$ cat src/rtl/apb_pkg.sv
// Shared APB definitions: bus widths, requester state encoding and the APB4
// write-strobe rule. Reused by the responders on the same peripheral bus.
package apb_pkg;

  localparam int unsigned APB_ADDR_W = 32;
  localparam int unsigned APB_DATA_W = 32;
  localparam int unsigned APB_STRB_W = 4;

  typedef enum logic [1:0] {
    IDLE   = 2'd0,
    SETUP  = 2'd1,
    ACCESS = 2'd2,
    RESP   = 2'd3
  } apb_state_e;

  // Reads must present an all-zero strobe on APB4.
  function automatic logic [APB_STRB_W-1:0] apb_pstrb(
    input logic                  write,
    input logic [APB_STRB_W-1:0] wstrb
  );
    return write ? wstrb : '0;
  endfunction

endpackage

$ cat src/rtl/apb_req_bridge_if.sv
// Bundles for the requester: CPU-side request/response channel and the APB4
// bus. Master drives requests, slave answers them.
interface apb_req_bridge_if;
  import apb_pkg::*;

  logic                  req_valid;
  logic                  req_ready;
  logic [APB_ADDR_W-1:0] req_addr;
  logic                  req_write;
  logic [APB_DATA_W-1:0] req_wdata;
  logic [APB_STRB_W-1:0] req_wstrb;
  logic [2:0]            req_prot;
  logic                  rsp_valid;
  logic                  rsp_ready;
  logic [APB_DATA_W-1:0] rsp_rdata;
  logic                  rsp_err;

  modport master (
    output req_valid, req_addr, req_write, req_wdata, req_wstrb, req_prot, rsp_ready,
    input  req_ready, rsp_valid, rsp_rdata, rsp_err
  );

  modport slave (
    input  req_valid, req_addr, req_write, req_wdata, req_wstrb, req_prot, rsp_ready,
    output req_ready, rsp_valid, rsp_rdata, rsp_err
  );
endinterface

interface apb_if;
  import apb_pkg::*;

  logic [APB_ADDR_W-1:0] out_paddr;
  logic                  out_psel;
  logic                  out_penable;
  logic [2:0]            out_pprot;
  logic                  out_pwrite;
  logic [APB_DATA_W-1:0] out_pwdata;
  logic [APB_STRB_W-1:0] out_pstrb;
  logic                  out_pready;
  logic [APB_DATA_W-1:0] out_prdata;
  logic                  out_pslverr;

  modport master (
    output out_paddr, out_psel, out_penable, out_pprot, out_pwrite, out_pwdata, out_pstrb,
    input  out_pready, out_prdata, out_pslverr
  );

  modport slave (
    input  out_paddr, out_psel, out_penable, out_pprot, out_pwrite, out_pwdata, out_pstrb,
    output out_pready, out_prdata, out_pslverr
  );
endinterface

$ cat src/rtl/apb_req_bridge.sv
// APB4 requester: turns one outstanding valid/ready request into a SETUP/ACCESS
// transfer, with a bounded ACCESS wait so a stuck responder cannot hang the CPU.
module apb_req_bridge
  import apb_pkg::*;
#(
  parameter int unsigned TIMEOUT_CYCLES = 255
) (
  input  logic            clock,
  input  logic            reset,
  apb_req_bridge_if.slave req,
  apb_if.master           apb
);

  localparam int unsigned      CNT_W      = (TIMEOUT_CYCLES == 0) ? 1 : $clog2(TIMEOUT_CYCLES + 1);
  localparam logic [CNT_W-1:0] CNT_LIMIT  = CNT_W'(TIMEOUT_CYCLES);
  localparam bit               TIMEOUT_EN = (TIMEOUT_CYCLES != 0);

  apb_state_e            state_q;
  logic [APB_ADDR_W-1:0] addr_q;
  logic                  write_q;
  logic [APB_DATA_W-1:0] wdata_q;
  logic [APB_STRB_W-1:0] wstrb_q;
  logic [2:0]            prot_q;
  logic                  psel_q;
  logic                  penable_q;
  logic                  rsp_valid_q;
  logic [APB_DATA_W-1:0] rdata_q;
  logic                  err_q;
  logic [CNT_W-1:0]      cnt_q;
  logic [CNT_W-1:0]      cnt_d;
  logic                  timeout_hit;

  always_comb begin
    cnt_d       = (cnt_q == '1) ? cnt_q : cnt_q + CNT_W'(1);
    timeout_hit = TIMEOUT_EN && (cnt_q == CNT_LIMIT);
  end

  always_ff @(posedge clock) begin
    if (reset) begin
      state_q     <= IDLE;
      addr_q      <= '0;
      write_q     <= 1'b0;
      wdata_q     <= '0;
      wstrb_q     <= '0;
      prot_q      <= '0;
      psel_q      <= 1'b0;
      penable_q   <= 1'b0;
      rsp_valid_q <= 1'b0;
      rdata_q     <= '0;
      err_q       <= 1'b0;
      cnt_q       <= '0;
    end else begin
      unique case (state_q)
        IDLE: begin
          if (req.req_valid) begin
            addr_q  <= req.req_addr;
            write_q <= req.req_write;
            wdata_q <= req.req_wdata;
            wstrb_q <= req.req_wstrb;
            prot_q  <= req.req_prot;
            psel_q  <= 1'b1;
            cnt_q   <= '0;
            state_q <= SETUP;
          end
        end
        SETUP: begin
          penable_q <= 1'b1;
          state_q   <= ACCESS;
        end
        ACCESS: begin
          if (apb.out_pready) begin
            psel_q      <= 1'b0;
            penable_q   <= 1'b0;
            rsp_valid_q <= 1'b1;
            err_q       <= apb.out_pslverr;
            // Writes and errored reads return zero data.
            rdata_q     <= (write_q || apb.out_pslverr) ? '0 : apb.out_prdata;
            state_q     <= RESP;
          end else if (timeout_hit) begin
            psel_q      <= 1'b0;
            penable_q   <= 1'b0;
            rsp_valid_q <= 1'b1;
            err_q       <= 1'b1;
            rdata_q     <= '0;
            state_q     <= RESP;
          end else begin
            cnt_q <= cnt_d;
          end
        end
        RESP: begin
          if (req.rsp_ready) begin
            rsp_valid_q <= 1'b0;
            state_q     <= IDLE;
          end
        end
        default: state_q <= IDLE;
      endcase
    end
  end

  // Reset masks the ready decode so nothing is offered while reset is held.
  assign req.req_ready = (state_q == IDLE) && !reset;
  assign req.rsp_valid = rsp_valid_q;
  assign req.rsp_rdata = rdata_q;
  assign req.rsp_err   = err_q;

  assign apb.out_paddr   = addr_q;
  assign apb.out_psel    = psel_q;
  assign apb.out_penable = penable_q;
  assign apb.out_pprot   = prot_q;
  assign apb.out_pwrite  = write_q;
  assign apb.out_pwdata  = wdata_q;
  assign apb.out_pstrb   = apb_pstrb(write_q, wstrb_q);

endmodule

$ cat src/flat_wrapper.sv
// flat-port wrapper written by rule: the top's interface ports become plain ports
module apb_req_bridge_flat import apb_pkg::*;
#(
  parameter int unsigned TIMEOUT_CYCLES = 255
)
  (clock, reset, req_req_valid, req_req_addr, req_req_write, req_req_wdata, req_req_wstrb, req_req_prot, req_rsp_ready, req_req_ready, req_rsp_valid, req_rsp_rdata, req_rsp_err, apb_out_paddr, apb_out_psel, apb_out_penable, apb_out_pprot, apb_out_pwrite, apb_out_pwdata, apb_out_pstrb, apb_out_pready, apb_out_prdata, apb_out_pslverr);
  apb_req_bridge_if req_i ();
  apb_if apb_i ();
  input  logic clock;
  input  logic reset;
  input wire logic [$bits(req_i.req_valid)-1:0] req_req_valid;
  input wire logic [$bits(req_i.req_addr)-1:0] req_req_addr;
  input wire logic [$bits(req_i.req_write)-1:0] req_req_write;
  input wire logic [$bits(req_i.req_wdata)-1:0] req_req_wdata;
  input wire logic [$bits(req_i.req_wstrb)-1:0] req_req_wstrb;
  input wire logic [$bits(req_i.req_prot)-1:0] req_req_prot;
  input wire logic [$bits(req_i.rsp_ready)-1:0] req_rsp_ready;
  output wire logic [$bits(req_i.req_ready)-1:0] req_req_ready;
  output wire logic [$bits(req_i.rsp_valid)-1:0] req_rsp_valid;
  output wire logic [$bits(req_i.rsp_rdata)-1:0] req_rsp_rdata;
  output wire logic [$bits(req_i.rsp_err)-1:0] req_rsp_err;
  output wire logic [$bits(apb_i.out_paddr)-1:0] apb_out_paddr;
  output wire logic [$bits(apb_i.out_psel)-1:0] apb_out_psel;
  output wire logic [$bits(apb_i.out_penable)-1:0] apb_out_penable;
  output wire logic [$bits(apb_i.out_pprot)-1:0] apb_out_pprot;
  output wire logic [$bits(apb_i.out_pwrite)-1:0] apb_out_pwrite;
  output wire logic [$bits(apb_i.out_pwdata)-1:0] apb_out_pwdata;
  output wire logic [$bits(apb_i.out_pstrb)-1:0] apb_out_pstrb;
  input wire logic [$bits(apb_i.out_pready)-1:0] apb_out_pready;
  input wire logic [$bits(apb_i.out_prdata)-1:0] apb_out_prdata;
  input wire logic [$bits(apb_i.out_pslverr)-1:0] apb_out_pslverr;
  assign req_i.req_valid = req_req_valid;
  assign req_i.req_addr = req_req_addr;
  assign req_i.req_write = req_req_write;
  assign req_i.req_wdata = req_req_wdata;
  assign req_i.req_wstrb = req_req_wstrb;
  assign req_i.req_prot = req_req_prot;
  assign req_i.rsp_ready = req_rsp_ready;
  assign req_req_ready = req_i.req_ready;
  assign req_rsp_valid = req_i.rsp_valid;
  assign req_rsp_rdata = req_i.rsp_rdata;
  assign req_rsp_err = req_i.rsp_err;
  assign apb_out_paddr = apb_i.out_paddr;
  assign apb_out_psel = apb_i.out_psel;
  assign apb_out_penable = apb_i.out_penable;
  assign apb_out_pprot = apb_i.out_pprot;
  assign apb_out_pwrite = apb_i.out_pwrite;
  assign apb_out_pwdata = apb_i.out_pwdata;
  assign apb_out_pstrb = apb_i.out_pstrb;
  assign apb_i.out_pready = apb_out_pready;
  assign apb_i.out_prdata = apb_out_prdata;
  assign apb_i.out_pslverr = apb_out_pslverr;
  apb_req_bridge #(.TIMEOUT_CYCLES(TIMEOUT_CYCLES)) u_core (.clock(clock), .reset(reset), .req(req_i), .apb(apb_i));
endmodule
$ cat config.mk
export PLATFORM = sky130hd
export DESIGN_NAME = apb_req_bridge_flat
export DESIGN_NICKNAME = d
export VERILOG_FILES = /design/src/rtl/apb_pkg.sv /design/src/rtl/apb_req_bridge_if.sv /design/src/rtl/apb_req_bridge.sv /design/src/flat_wrapper.sv
export SDC_FILE = /design/constraint.sdc
export NUM_CORES = 1
export LEC_CHECK = 0
export CAP_MARGIN = 20
export CORE_MARGIN = 4
export CORE_UTILIZATION = 36
export DETAILED_ROUTE_END_ITERATION = 8
export PLACE_DENSITY = 0.83
export SLEW_MARGIN = 30
export SYNTH_ARGS = -nofsm -noshare
export SYNTH_HDL_FRONTEND = slang
export SYNTH_SLANG_ARGS = --single-unit
$ cat constraint.sdc
create_clock -name clock -period 1.5 [get_ports clock]
set_input_delay 0.225 -clock clock [delete_from_list [all_inputs] [get_ports clock]]
set_output_delay 0.225 -clock clock [all_outputs]
set_load 0.03 [all_outputs]
==> flow_summary.toml <==
[run_status]
status = "finished, violations left"
violations = "setup timing"

[synthesis]
yosysTopAreaCell = "dfxtp_1"
synth_edf_count = 0
ys_warn_count = 0
synth_area_mm2 = 0.00433
synthTopCellsByArea = "dfxtp_1, nand2_1, a21oi_1"
ys_seq_area_share_pct = 54.6
syn_area_per_cell_um2 = 8.42
synthTopCellsByCount = "nand2_1, dfxtp_1, a21oi_1, nor2_1, a22oi_1"
synth-seq-cells = 118
ys_types = 44
ys.flop_type = "dfxtp_1"
async_reset_ff_share_pct = 0
synth_fp_nets = 628
yosysTopAreaCellShare_pct = 54.6
post-synth-top-count-cell = "nand2_1"
synthCells = 514

[detailed_routing]
dr.pass1.iters = 5
drt_iter0_markers = 306
post_drt_wl_per_cell_um = 19.7
drtAntennaViolNets = 0
vias = 4988
viasPerCell = 5.35
drc = 0
wl_um = 18400

[power]
powerDensity_mw_per_mm2 = 1670
power.share.combinational_pct = 47.5
p_sw_mw = 5.39
clockPowerShare_pct = 25.1
cellLeakagePower_nw = 3.74
seqPwrFrac_pct = 27.4
power_mw = 14.4
switching_share_pct = 37.5
p_int_mw = 8.98
ir_drop_mv = 1.28

[worst_setup_path]
r2r-start = "u_core.state_q[1]$_SDFFE_PP0P_"
crit_end = "u_core.apb.out_paddr[13]$_SDFFE_PP0P_"
path_max_fanout = 8
arrival_ns = 1.97
worstRegToRegCells = 9
crit_required_ns = 1.83
r2r-end = "u_core.apb.out_paddr[13]$_SDFFE_PP0P_"
worstSetupStartpointType = "flip-flop"
end_kind = "flip-flop"
r2r_slack_ns = -0.14
path_class = "reg2reg"
startpoint = "u_core.state_q[1]$_SDFFE_PP0P_"

[clock_tree]
cts_tree = "done"
cts_made_buffers = 17
cts_sinks = 118
cts_buffer_depth = 2
holdBufCountCts = 0
cts_root_buf = "clkbuf_16"
insertion_delay_ns = 0.40
clk_pin_slew_ns = 0.06
htreeDepth = 4

[die]
dieArea_mm2 = 0.0138
die_x_um = 118
core-area_mm2 = 0.0116
ios = 219
rows = 39
start_util_pct = 37.4
die_h_um = 118

[timing]
fin_setup_tns_ns = -5.19
timing.final.ws_setup_ns = -0.140
setup_viol = 84
skew_ns = 0.00549
fin_crit_sh_pct = 109
slew_violations = 0
hold_viol = 0
worst_pin_slew_ns = 0.703
slew_headroom_pct = 53.1
max_freq_mhz = 610
fin_crit_ns = 1.64
rsz0062_at_grt = "true"

[run]
cap_viol_max_count = 0

[global_route]
antenna_found_initial = 0
grt_use_total_pct = 22.0
grt_max_degree = 51
grt_pass1_vias = 4793
overflow = 0
busiest_layer = "met2"
met3_usage_pct = 9.08
grt_use_met1_pct = 22.7
grt_util_met2_pct = 38.3
grt_first_pass_wirelength_um = 24500

[placement]
gp_congestion = 0.876
dp_hpwl_um = 10100
port-buffer-count = 218

[final_layout]
num-fill-cells = 760
nets = 892
syn_to_final_growth_pct = 99.6
n_antenna_cell = 0
seq_area_mm2 = 0.00237
drive_gt1_share_pct = 33.8
multiInputGateArea_mm2 = 0.00263

[worst_hold_path]
min_path_type = "in2reg"
==> worst min path at each step <==
| stage | start | endpoint | slack, ns | depth (start not counted) |
|---|---|---|---|---|
| 3_5_place_dp | u_core.wstrb_q[0]$_SDFFE_PP0P_ | u_core.wstrb_q[0]$_SDFFE_PP0P_ | 0.45 | 2 |
| 6_report | reset | u_core.req.rsp_rdata[31]$_SDFFE_PP0P_ | 0.18 | 2 |
| 2_1_floorplan | req_rsp_ready | u_core.req.rsp_valid$_SDFFE_PP0P_ | 0.34 | 1 |
| 4_1_cts | reset | u_core.req.rsp_rdata[18]$_SDFFE_PP0P_ | 0.16 | 2 |
| 3_3_place_gp | u_core.wstrb_q[2]$_SDFFE_PP0P_ | u_core.wstrb_q[2]$_SDFFE_PP0P_ | 0.44 | 2 |
| 5_1_grt | reset | u_core.req.rsp_rdata[18]$_SDFFE_PP0P_ | 0.17 | 2 |
==> cells in the final DEF, fill, tap and decap left out, drive strengths merged, types with 2 or more instances in the layout <==
cell type	n
a21oi	81
clkbuf	30
clkdlybuf4s50	108
o311ai	2
nand2b	4
inv	4
nor3	2
nand2	153
o21ai	5
nand4	2
a41oi	2
clkinv	5
dfxtp	118
a211oi	2
dlygate4sd2	103
and2	8
buf	58
nor2	36
nand3	3
ha	4
and4	3
clkinvlp	4
a22oi	32
a21o	2
a311oi	3
==> timing repair <==
item                                    in CTS  in global routing
buffers inserted                            10                 13
gates resized for setup                    141                182
pin swaps                                    8                 56
endpoints found under the setup margin     224                116
cloned                                       5                 15
hold endpoints to repair                     0                  0
==> metrics by stage <==
step	setup WS [ns]	hold WS, ns	cells	util [%]	area [um2]
after floorplan	-0.0151	0.341	514	-	4340
after global placement	-0.627	0.437	863	58.6	6780
after detailed placement	-0.465	0.446	863	58.6	6780
after CTS	-0.125	0.157	908	65.4	7560
after global routing	-0.200	0.175	932	74.7	8630
final	-0.140	0.185	932	74.7	8630
==> layer usage <==
metal  part of all wire (%)  wire length (um)
met3                    7.9              1450
met4                    4.0               730
met5                      0                 0
met2                     52              9490
met1                     36              6700
==> layout make-up <==
| class | count | share of cell area [%] |
|---|---|---|
| Sequential cell | 118 | 27.4 |
| Inverter | 4 | 0.232 |
| Clock buffer | 20 | 5.06 |
| Timing Repair Buffer | 279 | 33.8 |
| Tap cell | 143 | 2.07 |
| Multi-Input combinational cell | 358 | 30.4 |
| Clock inverter | 10 | 0.986 |
==> power groups by stage <==
stage	Sequential, mW	Combinational (mW)	Clock (mW)
6_report	3.94	6.83	3.60
5_1_grt	3.99	7.16	3.80
4_1_cts	3.87	4.86	3.65
3_5_place_dp	3.94	4.27	0
3_3_place_gp	3.91	4.16	0
2_1_floorplan	4.75	1.59	0
==> state kept, by name (all words and copies together) (netlist names) <==
register and cells:
u_core.apb.out_paddr 32, u_core.apb.out_pwdata 32, u_core.req.rsp_rdata 32, u_core.cnt_q 8, u_core.wstrb_q 4, u_core.apb.out_pprot 3
u_core.state_q 2, u_core.apb.out_penable 1, u_core.apb.out_psel 1, u_core.apb.out_pwrite 1, u_core.req.rsp_err 1, u_core.req.rsp_valid 1
==> worst max-delay path: stages, from the launching register on <==
cell	delay, ns
dfxtp_4	0.36
buf_6	0.13
inv_4	0.05
ha_4	0.16
buf_6	0.12
and2_4	0.23
buf_6	0.16
clkbuf_16	0.15
nand2_1	0.06
a21oi_2	0.13
==> cell families (layout without fill, tap and decap cells) <==
| kind of cell | count (synthesis) | after routing | synth area share, % |
|---|---|---|---|
| DFF | 118 | 118 | 54.6 |
| AOI/OAI and AO/OA | 136 | 137 | 19.2 |
| adders and majority gates | 4 | 4 | 1.16 |
| buffers and inverters | 40 | 313 | 4.05 |
| muxes | 1 | 1 | 0.260 |
| and+or+nand+nor | 215 | 216 | 20.7 |
Power figures use the tool's default switching activity.
